--- src/rtl/cam_pkg.sv ---
// Shared constants, FSM state encoding and colour conversion for the camera capture path.
// Latency: n/a (declarations only).
// Backpressure: n/a.
package cam_pkg;

    localparam int SCREEN_WIDTH  = 176;
    localparam int SCREEN_HEIGHT = 144;
    localparam int ADDR_W        = 15;
    localparam int FRAME_PIXELS  = SCREEN_WIDTH * SCREEN_HEIGHT;

    // Column and row counters must hold SCREEN_WIDTH and SCREEN_HEIGHT themselves.
    localparam int COL_W = 8;
    localparam int ROW_W = 8;

    typedef enum logic [1:0] {
        IDLE,
        WAIT_VSYNC,
        CAPTURE,
        DONE
    } cam_state_t;

    // RGB565 arrives MSB byte first: RRRRRGGG GGGBBBBB. Keep the top bits of each channel.
    function automatic logic [7:0] rgb565_to_rgb332(input logic [7:0] byte1, input logic [7:0] byte2);
        return {byte1[7:5], byte1[2:0], byte2[4:3]};
    endfunction

endpackage

--- src/rtl/cam_capture_ctrl_if.sv ---
// Camera input bus plus frame-buffer write bus of the capture controller.
// Latency: n/a (wiring only).
// Backpressure: none; the camera streams and the RAM accepts every write.
interface cam_capture_ctrl_if;

    logic                       VSYNC;
    logic                       HREF;
    logic [7:0]                 DATA;
    logic                       W_EN;
    logic [cam_pkg::ADDR_W-1:0] WRITE_ADDRESS;
    logic [7:0]                 PIXEL_DATA;
    logic                       FRAME_DONE;
    logic                       BUSY;

    // The capture controller: consumes camera bytes, drives frame-buffer writes.
    modport master (
        input  VSYNC, HREF, DATA,
        output W_EN, WRITE_ADDRESS, PIXEL_DATA, FRAME_DONE, BUSY
    );

    // The camera / frame-buffer side.
    modport slave (
        output VSYNC, HREF, DATA,
        input  W_EN, WRITE_ADDRESS, PIXEL_DATA, FRAME_DONE, BUSY
    );

endinterface

--- src/rtl/cam_byte_assembler.sv ---
// Pairs camera bytes into pixels and converts each RGB565 pair to RGB332.
// Latency: pixel valid combinationally in the cycle the second byte is presented.
// Backpressure: none; clr discards a half-assembled pixel.
module cam_byte_assembler
    import cam_pkg::*;
(
    input  logic       CLK,
    input  logic       RESET,
    input  logic       clr,
    input  logic       en,
    input  logic [7:0] din,
    output logic       pix_vld,
    output logic [7:0] pix
);

    logic       phase;
    logic [7:0] byte1;

    // Toggle byte phase on each accepted byte and hold the first byte of the pair.
    always_ff @(posedge CLK) begin
        if (RESET || clr) begin
            phase <= 1'b0;
            byte1 <= '0;
        end else if (en) begin
            if (!phase) begin
                byte1 <= din;
            end
            phase <= ~phase;
        end
    end

    assign pix_vld = en && phase;
    assign pix     = rgb565_to_rgb332(byte1, din);

endmodule

--- src/rtl/cam_capture_ctrl.sv ---
// Frame/line sequencer turning the camera byte stream into 176x144 RGB332 frame-buffer writes.
// Latency: W_EN/WRITE_ADDRESS/PIXEL_DATA registered, one cycle after the second byte of a pixel.
// Backpressure: none; out-of-window bytes are dropped. CAM_STATS_EN adds RED_COUNT/BLUE_COUNT.
module cam_capture_ctrl
    import cam_pkg::*;
(
    input  logic                   CLK,
    input  logic                   RESET,
    input  logic                   ENABLE,
    cam_capture_ctrl_if.master     cam
`ifdef CAM_STATS_EN
    ,
    output logic [ADDR_W-1:0]      RED_COUNT,
    output logic [ADDR_W-1:0]      BLUE_COUNT
`endif
);

    localparam logic [COL_W-1:0]  COL_LIMIT = COL_W'(SCREEN_WIDTH);
    localparam logic [ROW_W-1:0]  ROW_LAST  = ROW_W'(SCREEN_HEIGHT - 1);
    localparam logic [ADDR_W-1:0] ADDR_LAST = ADDR_W'(FRAME_PIXELS - 1);
    localparam logic [ADDR_W-1:0] LINE_LEN  = ADDR_W'(SCREEN_WIDTH);

    cam_state_t        state;
    logic              vsync_q;
    logic              href_q;
    logic [COL_W-1:0]  col;
    logic [ROW_W-1:0]  row;
    logic [ADDR_W-1:0] addr_cnt;

    logic              in_capture;
    logic              vsync_rise;
    logic              vsync_fall;
    logic              href_fall;
    logic              frame_start;
    logic              line_end;
    logic              pix_vld;
    logic [7:0]        pix;
    logic              wr;

    assign in_capture  = (state == CAPTURE);
    assign vsync_rise  = ~vsync_q & cam.VSYNC;
    assign vsync_fall  = vsync_q & ~cam.VSYNC;
    assign href_fall   = href_q & ~cam.HREF;
    assign frame_start = (state == WAIT_VSYNC) && vsync_fall;
    // A line only counts once at least one pixel landed in it.
    assign line_end    = in_capture && href_fall && (col != '0);
    // Row is always inside the window while capturing; the column may run past it.
    assign wr          = pix_vld && (col < COL_LIMIT);

    cam_byte_assembler u_asm (
        .CLK     (CLK),
        .RESET   (RESET),
        .clr     (!in_capture || href_fall),
        .en      (in_capture && cam.HREF),
        .din     (cam.DATA),
        .pix_vld (pix_vld),
        .pix     (pix)
    );

    // Frame FSM with line/column tracking, running write address and registered outputs.
    always_ff @(posedge CLK) begin
        if (RESET) begin
            state             <= IDLE;
            vsync_q           <= 1'b0;
            href_q            <= 1'b0;
            row               <= '0;
            col               <= '0;
            addr_cnt          <= '0;
            cam.W_EN          <= 1'b0;
            cam.WRITE_ADDRESS <= '0;
            cam.PIXEL_DATA    <= '0;
            cam.FRAME_DONE    <= 1'b0;
            cam.BUSY          <= 1'b0;
        end else begin
            vsync_q        <= cam.VSYNC;
            href_q         <= cam.HREF;
            cam.W_EN       <= 1'b0;
            cam.FRAME_DONE <= 1'b0;
            case (state)
                IDLE: begin
                    if (ENABLE) begin
                        state <= WAIT_VSYNC;
                    end
                end
                WAIT_VSYNC: begin
                    if (frame_start) begin
                        state    <= CAPTURE;
                        row      <= '0;
                        col      <= '0;
                        addr_cnt <= '0;
                        cam.BUSY <= 1'b1;
                    end
                end
                CAPTURE: begin
                    if (wr) begin
                        cam.W_EN          <= 1'b1;
                        cam.WRITE_ADDRESS <= addr_cnt;
                        cam.PIXEL_DATA    <= pix;
                        col               <= col + COL_W'(1);
                        // Hold at the last pixel so the counter stays inside the buffer.
                        if (addr_cnt != ADDR_LAST) begin
                            addr_cnt <= addr_cnt + ADDR_W'(1);
                        end
                    end
                    if (vsync_rise || (line_end && row == ROW_LAST)) begin
                        state          <= DONE;
                        cam.FRAME_DONE <= 1'b1;
                        cam.BUSY       <= 1'b0;
                    end else if (line_end) begin
                        row      <= row + ROW_W'(1);
                        col      <= '0;
                        // Skip whatever a short line left unwritten so the next row starts aligned.
                        addr_cnt <= addr_cnt + (LINE_LEN - ADDR_W'(col));
                    end
                end
                DONE: begin
                    state <= ENABLE ? WAIT_VSYNC : IDLE;
                end
                default: begin
                    state <= IDLE;
                end
            endcase
        end
    end

`ifdef CAM_STATS_EN
    // Per-frame colour tallies; they hold after FRAME_DONE until the next frame starts.
    always_ff @(posedge CLK) begin
        if (RESET || frame_start) begin
            RED_COUNT  <= '0;
            BLUE_COUNT <= '0;
        end else if (wr) begin
            if (pix[7:5] >= 3'd5 && pix[1:0] == 2'b00) begin
                RED_COUNT <= RED_COUNT + ADDR_W'(1);
            end
            if (pix[1:0] == 2'b11 && pix[7:5] <= 3'd2) begin
                BLUE_COUNT <= BLUE_COUNT + ADDR_W'(1);
            end
        end
    end
`endif

endmodule

--- src/flat_wrapper.sv ---
// flat-port wrapper written by rule: the top's interface ports become plain ports
module cam_capture_ctrl_flat import cam_pkg::*;
  (CLK, RESET, ENABLE, cam_VSYNC, cam_HREF, cam_DATA, cam_W_EN, cam_WRITE_ADDRESS, cam_PIXEL_DATA, cam_FRAME_DONE, cam_BUSY);
  cam_capture_ctrl_if cam_i ();
  input  logic CLK;
  input  logic RESET;
  input  logic ENABLE;
  input wire logic [$bits(cam_i.VSYNC)-1:0] cam_VSYNC;
  input wire logic [$bits(cam_i.HREF)-1:0] cam_HREF;
  input wire logic [$bits(cam_i.DATA)-1:0] cam_DATA;
  output wire logic [$bits(cam_i.W_EN)-1:0] cam_W_EN;
  output wire logic [$bits(cam_i.WRITE_ADDRESS)-1:0] cam_WRITE_ADDRESS;
  output wire logic [$bits(cam_i.PIXEL_DATA)-1:0] cam_PIXEL_DATA;
  output wire logic [$bits(cam_i.FRAME_DONE)-1:0] cam_FRAME_DONE;
  output wire logic [$bits(cam_i.BUSY)-1:0] cam_BUSY;
  assign cam_i.VSYNC = cam_VSYNC;
  assign cam_i.HREF = cam_HREF;
  assign cam_i.DATA = cam_DATA;
  assign cam_W_EN = cam_i.W_EN;
  assign cam_WRITE_ADDRESS = cam_i.WRITE_ADDRESS;
  assign cam_PIXEL_DATA = cam_i.PIXEL_DATA;
  assign cam_FRAME_DONE = cam_i.FRAME_DONE;
  assign cam_BUSY = cam_i.BUSY;
  cam_capture_ctrl u_core (.CLK(CLK), .RESET(RESET), .ENABLE(ENABLE), .cam(cam_i));
endmodule
--- config.mk ---
export PLATFORM = sky130hd
export DESIGN_NAME = cam_capture_ctrl_flat
export DESIGN_NICKNAME = d
export VERILOG_FILES = /design/src/rtl/cam_pkg.sv /design/src/rtl/cam_capture_ctrl_if.sv /design/src/rtl/cam_byte_assembler.sv /design/src/rtl/cam_capture_ctrl.sv /design/src/flat_wrapper.sv
export SDC_FILE = /design/constraint.sdc
export NUM_CORES = 1
export LEC_CHECK = 0
export CORE_ASPECT_RATIO = 1.75
export CORE_MARGIN = 8
export CORE_UTILIZATION = 57
export DETAILED_ROUTE_END_ITERATION = 10
export PLACE_DENSITY = 0.89
export RECOVER_POWER = 100
export SLEW_MARGIN = 20
export SYNTH_ARGS = -nofsm -noshare
export SYNTH_HDL_FRONTEND = slang
export SYNTH_SLANG_ARGS = --single-unit
export TNS_END_PERCENT = 1
--- constraint.sdc ---
create_clock -name CLK -period 3.47 [get_ports CLK]
set_clock_uncertainty 0.2 [all_clocks]
set_input_delay 0.5205 -clock CLK [delete_from_list [all_inputs] [get_ports CLK]]
set_output_delay 0.5205 -clock CLK [all_outputs]
set_load 0.05 [all_outputs]
==> results of run 1 <==
[cells by family (layout without fill, tap and decap cells)]
group                      after synthesis  after routing
muxes                                    9              9
AOI/OAI and AO/OA                      132            132
and+or+nand+nor                        181            181
buffers and inverters                   39             77
xor gates and xnor gates                26             26
DFF                                     68             68
adders and majority gates               24             24
[metrics by stage]
step | util [%] | worst slack (ps)
floorplan | - | 439.3
global placement | 63.81 | 404.2
detailed placement | 63.81 | 240.6
CTS | 68.11 | 230.7
global route | 68.16 | -23.22
finish | 68.16 | 224.7
[where the power goes]
part           switching, mW  internal (mW)  leakage [nW]
clock network          0.347          0.555         0.139
registers             0.0166          0.801         0.548
logic                  0.215          0.131          1.11
total                  0.579           1.49          1.80
[worst paths after layout]
path	startpoint	endpoint	slack [ps]
worst max-delay path	u_core.col[0]	u_core.addr_cnt[12]	220
worst min-delay path	u_core.u_asm.byte1[2]	u_core.cam.PIXEL_DATA[4]	260
worst max register to register	u_core.col[0]	u_core.addr_cnt[12]	220
worst min register to register	u_core.u_asm.byte1[2]	u_core.cam.PIXEL_DATA[4]	260
[layer usage]
layer | global-route usage (%) | wire [um] | vias up
met2 | 39.31 | 5837 | 159
met1 | 22.51 | 3800 | 1778
li1 | - | - | 1776
met5 | 0 | 0 | -
met4 | 15.92 | 571 | 0
met3 | 3.917 | 547 | 53
[final cells by class]
cell class	instances	share of cell area, %
Clock buffer	10	4.935
Clock inverter	6	1.375
Inverter	16	1.294
Multi-Input combinational cell	372	51.54
Sequential cell	68	29.34
Tap cell	84	2.265
Timing Repair Buffer	45	9.250
[Yosys cell counts, types with 4 or more instances]
library cell  number  share of area, %
a21o_1             7               1.3
a21oi_1           49               6.2
a31oi_1            4              0.63
and3_1             6              0.95
buf_2              5              0.63
clkbuf_1          12               1.1
dfxtp_1           68                34
ha_1              23               7.3
inv_1             16               1.5
mux2i_1            7               1.8
nand2_1           74               7.0
nand2b_1           4              0.63
nand3_1           12               1.5
nand4_1            7               1.1
nor2_1            34               3.2
nor2b_1            4              0.63
nor3_1             7              0.89
o21a_1             4              0.76
o21ai_0           26               3.3
o221ai_1           5               1.1
o31a_1             4              0.89
xnor2_1           10               2.2
xor2_1            16               3.5
[state kept, by name, indices dropped and copies added (netlist names)]
signal / count
u_core.u_asm.byte1: 6
u_core.cam.W_EN: 1
u_core.href_q: 1
u_core.cam.PIXEL_DATA: 8
u_core.col: 8
u_core.vsync_q: 1
u_core.row: 8
u_core.state: 2
u_core.u_asm.phase: 1
u_core.cam.WRITE_ADDRESS: 15
u_core.addr_cnt: 15
u_core.cam.BUSY: 1
u_core.cam.FRAME_DONE: 1
[critical path: cells and delay by family (launching register included)]
| family | cells | cell delay (ps) |
|---|---|---|
| compound gates | 6 | 1250 |
| fa+ha+maj | 2 | 540 |
| flops | 1 | 450 |
| simple gates | 3 | 420 |
| xor+xnor | 1 | 180 |
| buf+inv | 1 | 80 |
[timing repair]
action                                 CTS  global route
gates resized for setup                  0             2
setup endpoints to repair                0             3
endpoints found under the hold margin    0             0
==> results.py, run 1 <==
metrics = {
    "run_status": {
        "outcome": "completed",
    },
    "detailed_routing": {
        "drc": 0,
        "wl_um": 10760,
        "wl_per_cell_um": 17.90,
        "dr.pass1.iters": 6,
        "drtIter0Drc": 365,
        "num_vias": 3766,
        "drtAntennaViolNets": 0,
        "via_per_inst": 6.266,
    },
    "synth": {
        "dominantRegCellSynth": "dfxtp_1",
        "synth.area.mux_share_pct": 2.344,
        "avgSynthCellArea_um2": 8.246,
        "async_flop_share_pct": 0,
        "synth_warnings": 0,
        "ys_ff_latch": 68,
        "syn_inst": 479,
        "synth_area_um2": 3950,
        "synth_adder_area_share_pct": 7.792,
        "synth_top_family_by_area": "simple AND/OR/NAND/NOR gates",
        "synth_nets": 516,
        "synth-simple-area-share_pct": 23.19,
        "synth_compound_area_share_pct": 21.25,
        "synth_edf_count": 0,
        "ys_types": 69,
        "synth-xor-area-share_pct": 5.765,
        "ys_seq_area_share_pct": 34.46,
    },
    "global_routing": {
        "grt_max_degree": 35,
        "overflow": 0,
        "track_usage_pct": 22.23,
        "grt_pass1_vias": 3699,
        "grt_pass1_wl_um": 17660,
        "grt_antenna_before_repair": 0,
    },
    "layout": {
        "fill_cells": 541,
        "multi_input_area_um2": 2391,
        "final_cell_mix": "nand2_1, dfxtp_1, a21oi_1, nor2_1, dlygate4sd3_1",
        "instances_no_fill": 601,
        "final_nets": 549,
        "fin_area_um2": 4639,
        "regArea_um2": 1361,
        "syn_to_final_growth_pct": 17.45,
        "layout-drive-gt1-share_pct": 9.284,
        "final_common_cell": "nand2_1",
        "antennaDiodeCount": 0,
    },
    "power_and_ir_drop": {
        "leakage_nw": 1.797,
        "ir_drop_mv": 0.5477,
        "p_total_mw": 2.066,
        "powerDensity_nw_per_um2": 445.4,
    },
    "critical_path": {
        "path_cells": "inv_1 > ha_1 > nor3b_1 > nor2_1 > o21a_2 > ha_1 > a21o_1 > a21oi_1 > a21bo_2 > nand3b_1 > a21oi_1 > xor2_1 > o21ai_0",
        "required_ps": 3490,
        "start_kind": "flop",
        "crit_fanout": 7,
        "crit_arrival_ps": 3260,
        "worst_path_largest_cell_delay_ps": 450,
        "crit_slowest_cell": "dfxtp_1",
        "reg2reg_depth": 13,
        "cp-end-kind": "flop",
        "criticalPathCategory": "flop to flop",
    },
    "placed_design": {
        "globalplace.congestion": 0.9777,
        "place.detailed.hpwl_um": 7776,
        "dp_cells": 585,
        "place_area_um2": 4343,
        "numPortBuffers": 38,
    },
    "cts": {
        "numCtsBuffers": 9,
        "cts_tree": "done",
        "holdBufCountCts": 0,
        "cts.sinks": 68,
        "htreeDepth": 3,
        "root_buffer": "clkbuf_16",
        "postCtsSetupRepairBufs": 0,
        "clk_pin_slew_ps": 60,
        "clock_latency_ps": 340,
        "clock_path_buffers": 2,
    },
    "floorplan": {
        "rows": 40,
        "die-width_um": 78.93,
        "io_pins": 39,
        "die_height_um": 126.1,
        "fp.coreArea_um2": 6807,
        "dieArea_um2": 9955,
        "start_util_pct": 58.03,
    },
    "timing": {
        "max_slew.worst_pin.slew_ps": 872.8,
        "rsz0062_at_grt": "yes",
        "fmax_ghz": 0.3081,
        "tns_ps": 0,
        "relSlewSlack_pct": 41.82,
        "period_needed_ps": 3245,
        "hold_ws_ps": 257.3,
        "finalSetupViolCount": 0,
        "hold_viol": 0,
        "fin_crit_sh_pct": 93.53,
        "slew_violations": 0,
    },
    "min_path": {
        "holdPathStages": 2,
        "hp-class": "flop to flop",
    },
    "flow_run": {
        "cap_viol_max_count": 0,
    },
}
No activity file was read; power rests on OpenSTA's default activity.
==> run 2: changes to the inputs <==
Settings changed: CAP_MARGIN set to 10.
==> results of run 2 <==
No change in the layout: final DEF, timing and power equal those of run 1.
